$ cat config.mk
export PLATFORM = sky130hd
export DESIGN_NAME = pc_sequencer
export DESIGN_NICKNAME = d
export VERILOG_FILES = /design/src/rtl/pc_sequencer.sv
export SDC_FILE = /design/constraint.sdc
export NUM_CORES = 1
export LEC_CHECK = 0
export BUFFER_PORTS_ARGS = -buffer_cell sky130_fd_sc_hd__buf_4
export CAP_MARGIN = 0
export CORE_ASPECT_RATIO = 0.7
export CORE_MARGIN = 2
export CORE_UTILIZATION = 53
export CTS_CLUSTER_DIAMETER = 150
export DETAILED_ROUTE_END_ITERATION = 7
export PLACE_DENSITY = 0.82
export SYNTH_ARGS = -nofsm -noshare
export SYNTH_HDL_FRONTEND = slang
export SYNTH_SLANG_ARGS = --single-unit
export TNS_END_PERCENT = 100
$ cat constraint.sdc
create_clock -name clk -period 2.18 [get_ports clk]
set_input_delay 0 -clock clk [delete_from_list [all_inputs] [get_ports clk]]
set_output_delay 0 -clock clk [all_outputs]
set_load 0.01 [all_outputs]
$ cat src/rtl/pc_sequencer.sv
// Multi-cycle control sequencer: FETCH/DECODE/EXEC/MEM/TRAP. It drives the fetch, IR, data-memory,
// register-file and PC strobes and the PC_Calc select lines. A stalled data access ends in a sticky trap.
module pc_sequencer #(
    parameter int MEM_TIMEOUT = 15
) (
    input  logic       clk,
    input  logic       reset,
    input  logic       imem_valid,
    input  logic [5:0] opcode,
    input  logic [5:0] funct,
    input  logic       dmem_ack,
    output logic       imem_req,
    output logic       ir_we,
    output logic       dmem_re,
    output logic       dmem_we,
    output logic       reg_we,
    output logic       pc_we,
    output logic [1:0] PCSel,
    output logic       AddSel,
    output logic       trap,
    output logic [2:0] state
);

    typedef enum logic [2:0] {
        S_FETCH  = 3'd0,
        S_DECODE = 3'd1,
        S_EXEC   = 3'd2,
        S_MEM    = 3'd3,
        S_TRAP   = 3'd4
    } state_t;

    localparam logic [5:0] OP_RTYPE = 6'b000000;
    localparam logic [5:0] OP_J     = 6'b000010;
    localparam logic [5:0] OP_JAL   = 6'b000011;
    localparam logic [5:0] OP_BNE   = 6'b000101;
    localparam logic [5:0] OP_ADDI  = 6'b001000;
    localparam logic [5:0] OP_XORI  = 6'b001110;
    localparam logic [5:0] OP_LW    = 6'b100011;
    localparam logic [5:0] OP_SW    = 6'b101011;
    localparam logic [5:0] FN_ADD   = 6'b100000;
    localparam logic [5:0] FN_SUB   = 6'b100010;
    localparam logic [5:0] FN_SLT   = 6'b101010;
    localparam logic [5:0] FN_JR    = 6'b001000;

    localparam logic [7:0] WAIT_LAST = 8'(MEM_TIMEOUT - 1);

    state_t     cur;
    logic [7:0] wait_cnt;
    logic [5:0] op_q;
    logic [5:0] fn_q;

    // Decode always works from the latched instruction; the imem bus is only trusted in FETCH.
    logic is_rtype, is_alu_r, is_jr, is_j, is_jal, is_bne, is_alu_i, is_lw, is_sw;
    logic is_exec_legal;

    always_comb begin
        is_rtype      = (op_q == OP_RTYPE);
        is_alu_r      = is_rtype && (fn_q == FN_ADD || fn_q == FN_SUB || fn_q == FN_SLT);
        is_jr         = is_rtype && (fn_q == FN_JR);
        is_j          = (op_q == OP_J);
        is_jal        = (op_q == OP_JAL);
        is_bne        = (op_q == OP_BNE);
        is_alu_i      = (op_q == OP_ADDI) || (op_q == OP_XORI);
        is_lw         = (op_q == OP_LW);
        is_sw         = (op_q == OP_SW);
        is_exec_legal = is_alu_r || is_jr || is_j || is_jal || is_bne || is_alu_i;
    end

    always_ff @(posedge clk) begin
        if (reset) begin
            cur      <= S_FETCH;
            wait_cnt <= '0;
            op_q     <= '0;
            fn_q     <= '0;
        end else begin
            case (cur)
                S_FETCH: begin
                    if (imem_valid) begin
                        op_q <= opcode;
                        fn_q <= funct;
                        cur  <= S_DECODE;
                    end
                end
                S_DECODE: begin
                    if (is_lw || is_sw) begin
                        wait_cnt <= '0;
                        cur      <= S_MEM;
                    end else if (is_exec_legal) begin
                        cur <= S_EXEC;
                    end else begin
                        cur <= S_TRAP;
                    end
                end
                S_EXEC: cur <= S_FETCH;
                S_MEM: begin
                    // An ack on the final allowed cycle still completes normally.
                    if (dmem_ack)                   cur      <= S_FETCH;
                    else if (wait_cnt == WAIT_LAST) cur      <= S_TRAP;
                    else                            wait_cnt <= wait_cnt + 8'd1;
                end
                S_TRAP:  cur <= S_TRAP;
                default: cur <= S_TRAP;
            endcase
        end
    end

    // Strobes are decoded from state plus live inputs.
    // ir_we follows imem_valid in FETCH, pc_we follows the ack in MEM, and reset forces the defaults.
    always_comb begin
        imem_req = 1'b0;
        ir_we    = 1'b0;
        dmem_re  = 1'b0;
        dmem_we  = 1'b0;
        reg_we   = 1'b0;
        pc_we    = 1'b0;
        PCSel    = 2'b01;
        AddSel   = 1'b0;
        trap     = 1'b0;
        if (!reset) begin
            case (cur)
                S_FETCH: begin
                    imem_req = 1'b1;
                    ir_we    = imem_valid;
                end
                S_EXEC: begin
                    pc_we = 1'b1;
                    if (is_alu_r || is_alu_i) begin
                        reg_we = 1'b1;
                    end else if (is_bne) begin
                        AddSel = 1'b1;
                    end else if (is_j) begin
                        PCSel = 2'b00;
                    end else if (is_jal) begin
                        reg_we = 1'b1;
                        PCSel  = 2'b00;
                    end else if (is_jr) begin
                        PCSel = 2'b10;
                    end
                end
                S_MEM: begin
                    dmem_re = is_lw;
                    dmem_we = is_sw;
                    if (dmem_ack) begin
                        pc_we  = 1'b1;
                        reg_we = is_lw;
                    end
                end
                S_TRAP: begin
                    trap  = 1'b1;
                    pc_we = 1'b1;
                    PCSel = 2'b11;
                end
                default: ;
            endcase
        end
    end

    assign state = cur;

endmodule

Word-level counts from Yosys, hierarchy flattened
Index checks and enable logic that the tools add are counted.

operators by class
  magnitude comparators = 0
  shift-type cells = 0
  eq/ne operators = 21
  divide/modulo/power cells = 0
  muxes and demuxes = 41
  $mul = 0
  $add $sub $neg = 1
  bitwise logic cells = 0
  reduce and logical (&&, ||, !) cells = 19

operators with widths
  cell                   number
  $eq A6 B6 Y1 const B   5
  $mux W8                3
  $mux W1                22
  $eq A6 B4 Y1 const B   3
  $pmux W8 S2            1
  $mux W3                5
  $eq A6 B2 Y1 const B   2
  $mux W2                6
  $pmux W3 S4            1
  $logic_or A1 B1 Y1     10
  $add A8 B1 Y8 const B  1
  $eq A8 B4 Y1 const B   1
  $ne A2 B2 Y1 const B   4
  $eq A3 B2 Y1 const B   2
  $eq A6 B3 Y1 const B   1
  $logic_not A6 Y1       1
  $pmux W1 S2            2
  $pmux W2 S2            1
  $reduce_and A2 Y1      2
  $reduce_and A4 Y1      1
  $eq A3 B1 Y1 const B   1
  $eq A3 B3 Y1 const B   1
  $logic_not A3 Y1       1
  $ne A3 B3 Y1 const B   1
  other kinds (3)        4

word-level totals
  bits in registers = 23
  RAM bits = 0
  output and inout port bits = 13
  latch bits = 0
  bits of input ports = 16
  memories kept = 0
  logic and storage cells = 86
  ROM bits = 0

Depth between registers and ports, before layout
  word-level depth = 12
  mapped depth = 7
  mapped depth without buffers = 5

Worst setup path after synthesis
Ideal clock, no wire load.

  path kind = register -> register
  start point = register cur[1], in the netlist state[1]
  end point = register wait_cnt[3]
  stages on the path, launching flop included = 8
  setup slack = 0.183 ns
  buffers on the path = 3
  period minus slack after synthesis = 1.997 ns
  arrival time = 1.876 ns
  required time = 2.059 ns
  setup time = 0.121 ns
  cells stage by stage = dfxtp_1 > buf_4 > or4bb_2 > a31o_2 > buf_6 > buf_2 > o2111ai_1 > nand2_1

on the way
  cells in the longest elaborated chain, start to end = 3
  elaborated cells between the ends (all ways) = 8
  those cells by class = 5 x eq/ne; 1 x mux; 2 x reduce/logical

RTL lines
  element                                                              line  source
  from (decl)                                                          47    state_t cur;
  from (signal assigned)                                               71    cur <= S_FETCH;
  from (signal assigned)                                               81    cur <= S_DECODE;
  from (signal assigned)                                               87    cur <= S_MEM;
  $eq A3 B2 Y1 or $eq A3 B1 Y1 (tied branches)                         76    case (cur)
  $ne A2 B2 Y1 (no source line) or $reduce_bool A2 Y1 (tied branches)  n/a
  $reduce_and A4 Y1 (no source line)                                   n/a
  to (signal assigned)                                                 99    else wait_cnt <= wait_cnt + 8'd1;
  to (decl)                                                            48    logic [7:0] wait_cnt;

Several ways; a longest one is shown, not always the timed one.
A chain may end at the register's enable or synchronous reset.

Worst setup path after layout
  start point = register cur[0], in the netlist state[0]
  end point = register wait_cnt[4]

The elaborated chain is that of the path after synthesis.

==> results by group <==
Synth
  • Post-synthesis xor/xnor area fraction: 0.665%
  • Most frequent cell after synthesis: nand2_1
  • Cell Area, Synth: 0.00132 mm^2
  • Mux cell area share after synthesis: 0%
  • Synth area leaders: dfxtp_1, nand2_1, a21oi_1
  • Yosys reg bits: 23
  • Syn avg cell area: 8.29 um^2
  • Compound-Gate Fraction of Synth Area: 24.1%
  • Synth Flop Type: dfxtp_1
  • Mapped Nets: 177
  • Syn Inst Count: 159
  • Yosys warning total: 0
  • Post-Synth Adder-Cell Area: 1.90%
  • Post-synth EDFFs: 0
  • Unique cell type count in the Yosys netlist: 45
  • Post-Synth Simple-Gate Area: 29.2%
  • Register area share after synthesis: 34.9%
  • Cell taking the most area after synthesis: dfxtp_1
  • Largest family of logic cells by synthesized area: simple AND/OR/NAND/NOR gates
  • Top cell type's share of synthesized area: 34.9%
  • Top cells by count, synth: nand2_1, dfxtp_1, a21oi_1
  • Post-synth ARST share: 0%

Detailed routing
  • DRC viols: 0
  • Pre-antenna DRT Iters: 4
  • WL final: 3610 um
  • Post-DR vias/cell: 6.01
  • Routed Antenna Nets: 0
  • Routed vias: 1,400
  • Routed len/inst: 15.5 um
  • DRT iter0 DRCs: 94

Clock network
  • Buffer depth of the longest clock path: 2
  • Num Clock Sinks: 23
  • CTS tree: built
  • Reg clk slew, reported paths: 0.12 ns
  • CTS root buffer: clkbuf_4
  • CTS Buf Count: 3
  • Post-CTS Setup Inserts: 0
  • H-tree levels: 1
  • Clk Latency, worst-skew pair: 0.32 ns

Setup path
  • Cell Chain, Critical Path: or3b_4 > or3_1 > a2111o_1 > nand2_1
  • Max FO, Critical Path: 15
  • Worst Setup End Kind: flip-flop
  • CP peak stage delay: 0.54 ns
  • Slowest library cell on the worst path: or3_1
  • Worst setup SP type: flip-flop
  • Delay-heaviest family, CP: simple AND/OR/NAND/NOR gates
  • Worst Path Buf+Inv: 0
  • Req. time, crit path: 2.45 ns
  • WP data arrival: 2.36 ns
  • CP Class: flip-flop to flip-flop

Global routing
  • Initial antenna violation count: 0
  • GRT Total Usage: 25.2%
  • Total gr overflow: 0
  • Largest net degree at the start of global routing: 22
  • Vias in the first global route: 1,224
  • First-pass GRT wire length: 5610 um

Floorplan
  • # rows: 15
  • Total die area: 0.00291 mm^2
  • Horiz. Die Dim: 63.6 um
  • Initial Util: 54.8%
  • Die extent in y: 45.7 um
  • Core area: 0.00240 mm^2
  • Num ports: 29

Layout
  • Layout fillers: 195
  • Antenna diodes: 0
  • Layout Nets: 218
  • P&R area growth vs syn: 29.5%
  • Proportion of layout cells with a drive suffix above 1: 25.6%

Timing
  • Transition time at the pin with the least slew margin: 0.673 ns
  • Setup violators final: 0
  • Fin. max-slew vios: 0
  • Max Fclk: 480 MHz
  • Min Hold Slack: 0.00820 ns
  • Setup TNS: 0 ns
  • Final Critical Period: 2.08 ns
  • RSZ-0062 raised after global routing: false
  • Final worst path period share: 95.5%
  • Clock skew: 0.00624 ns
  • Normalized max-slew margin: 54.7%
  • Count of final hold-check violations: 0

Run status
  • Outcome: complete, no violations

Placed design
  • Post-DP HPWL: 2310 um
  • Count of input and output buffers: 28
  • GPL Wtd Cong: 0.813

Hold path
  • Worst Hold Class: input port to flip-flop

Job
  • Max_cap viols: 0

Power
  • Leak Pwr: 0.679 nW
  • PD cells: 521 mW/mm^2
  • VDD IR max: 405 uV
[cell families (layout without fill, tap and decap cells)]
logic type,count (synthesis),after routing
AOI/OAI and AO/OA,43,43
xor gates and xnor gates,1,1
DFF,23,23
and+or+nand+nor,73,73
buffers and inverters,17,57
adders and majority gates,2,2
[layout by cell type, fill, tap and decap left out, types with 3 or more instances in the layout]
master,Yosys,final
dlygate4sd3_1,0,16
nor3_1,3,3
nor4_1,5,4
nor2_1,6,6
clkbuf_4,0,3
dfxtp_1,23,23
nand2_1,34,34
nand4_1,3,3
buf_4,1,32
a2111o_1,6,6
a21oi_1,15,15
inv_1,4,4
o2111ai_1,6,6
[per-layer routing]
layer	vias to the layer above	GRT usage [%]	share of wire [%]	wire, um
met2	59	44.6	49	1750
li1	671	-	-	-
met5	-	0	0	0
met1	662	31.5	44	1580
met3	8	6.19	6.1	219
met4	0	6.52	1.6	57
[sequential cells by signal, summed over array words and instances, names as in the netlist]
register,cells
wait_cnt,8
fn_q,6
op_q,6
state,3
[path summary, 6_finish.rpt]
kind             from  slack, ns  depth (start not counted)     endpoint
max reg2reg  state[0]        0.1                          4  wait_cnt[4]
min reg2reg   fn_q[0]       0.47                          2      fn_q[0]
min             reset      0.008                          2      op_q[4]
max          state[0]        0.1                          4  wait_cnt[4]
[final cells by class]
type / instances / area (um^2) / share of cell area, %
Clock buffer: 3 / 22.5 / 1.32
Clock inverter: 1 / 5.00 / 0.293
Inverter: 5 / 18.8 / 1.10
Multi-Input combinational cell: 119 / 757 / 44.4
Sequential cell: 23 / 460 / 27.0
Tap cell: 34 / 42.5 / 2.49
Timing Repair Buffer: 48 / 400 / 23.5
[power breakdown]
group | leakage [nW] | switching [W] | total (W) | internal (W)
registers | 0.187 | 0.0000309 | 0.000474 | 0.000443
logic | 0.474 | 0.000103 | 0.000212 | 0.000109
clock network | 0.0177 | 0.000135 | 0.000204 | 0.0000689
total | 0.679 | 0.000268 | 0.000889 | 0.000621
[what timing repair did]
item / CTS / global route
resized for setup: 0 / 4
setup endpoints to repair: 0 / 2
hold endpoints to repair: 12 / 0
hold buffers: 16 / 0
[per-stage QoR]
stage | worst slack [ns] | utilization (%) | power (W) | std cells | cell area (um^2)
after global routing | 0.0290 | 71.0 | 0.000930 | 233 | 1710
after floorplan | 0.183 | - | 0.000595 | 159 | 1320
final | 0.0975 | 71.0 | 0.000889 | 233 | 1710
after CTS | 0.0223 | 70.4 | 0.000875 | 233 | 1690
after global placement | 0.244 | 62.6 | 0.000644 | 213 | 1500
after detailed placement | 0.160 | 62.6 | 0.000655 | 213 | 1500
No activity file was read; power rests on OpenSTA's default activity.
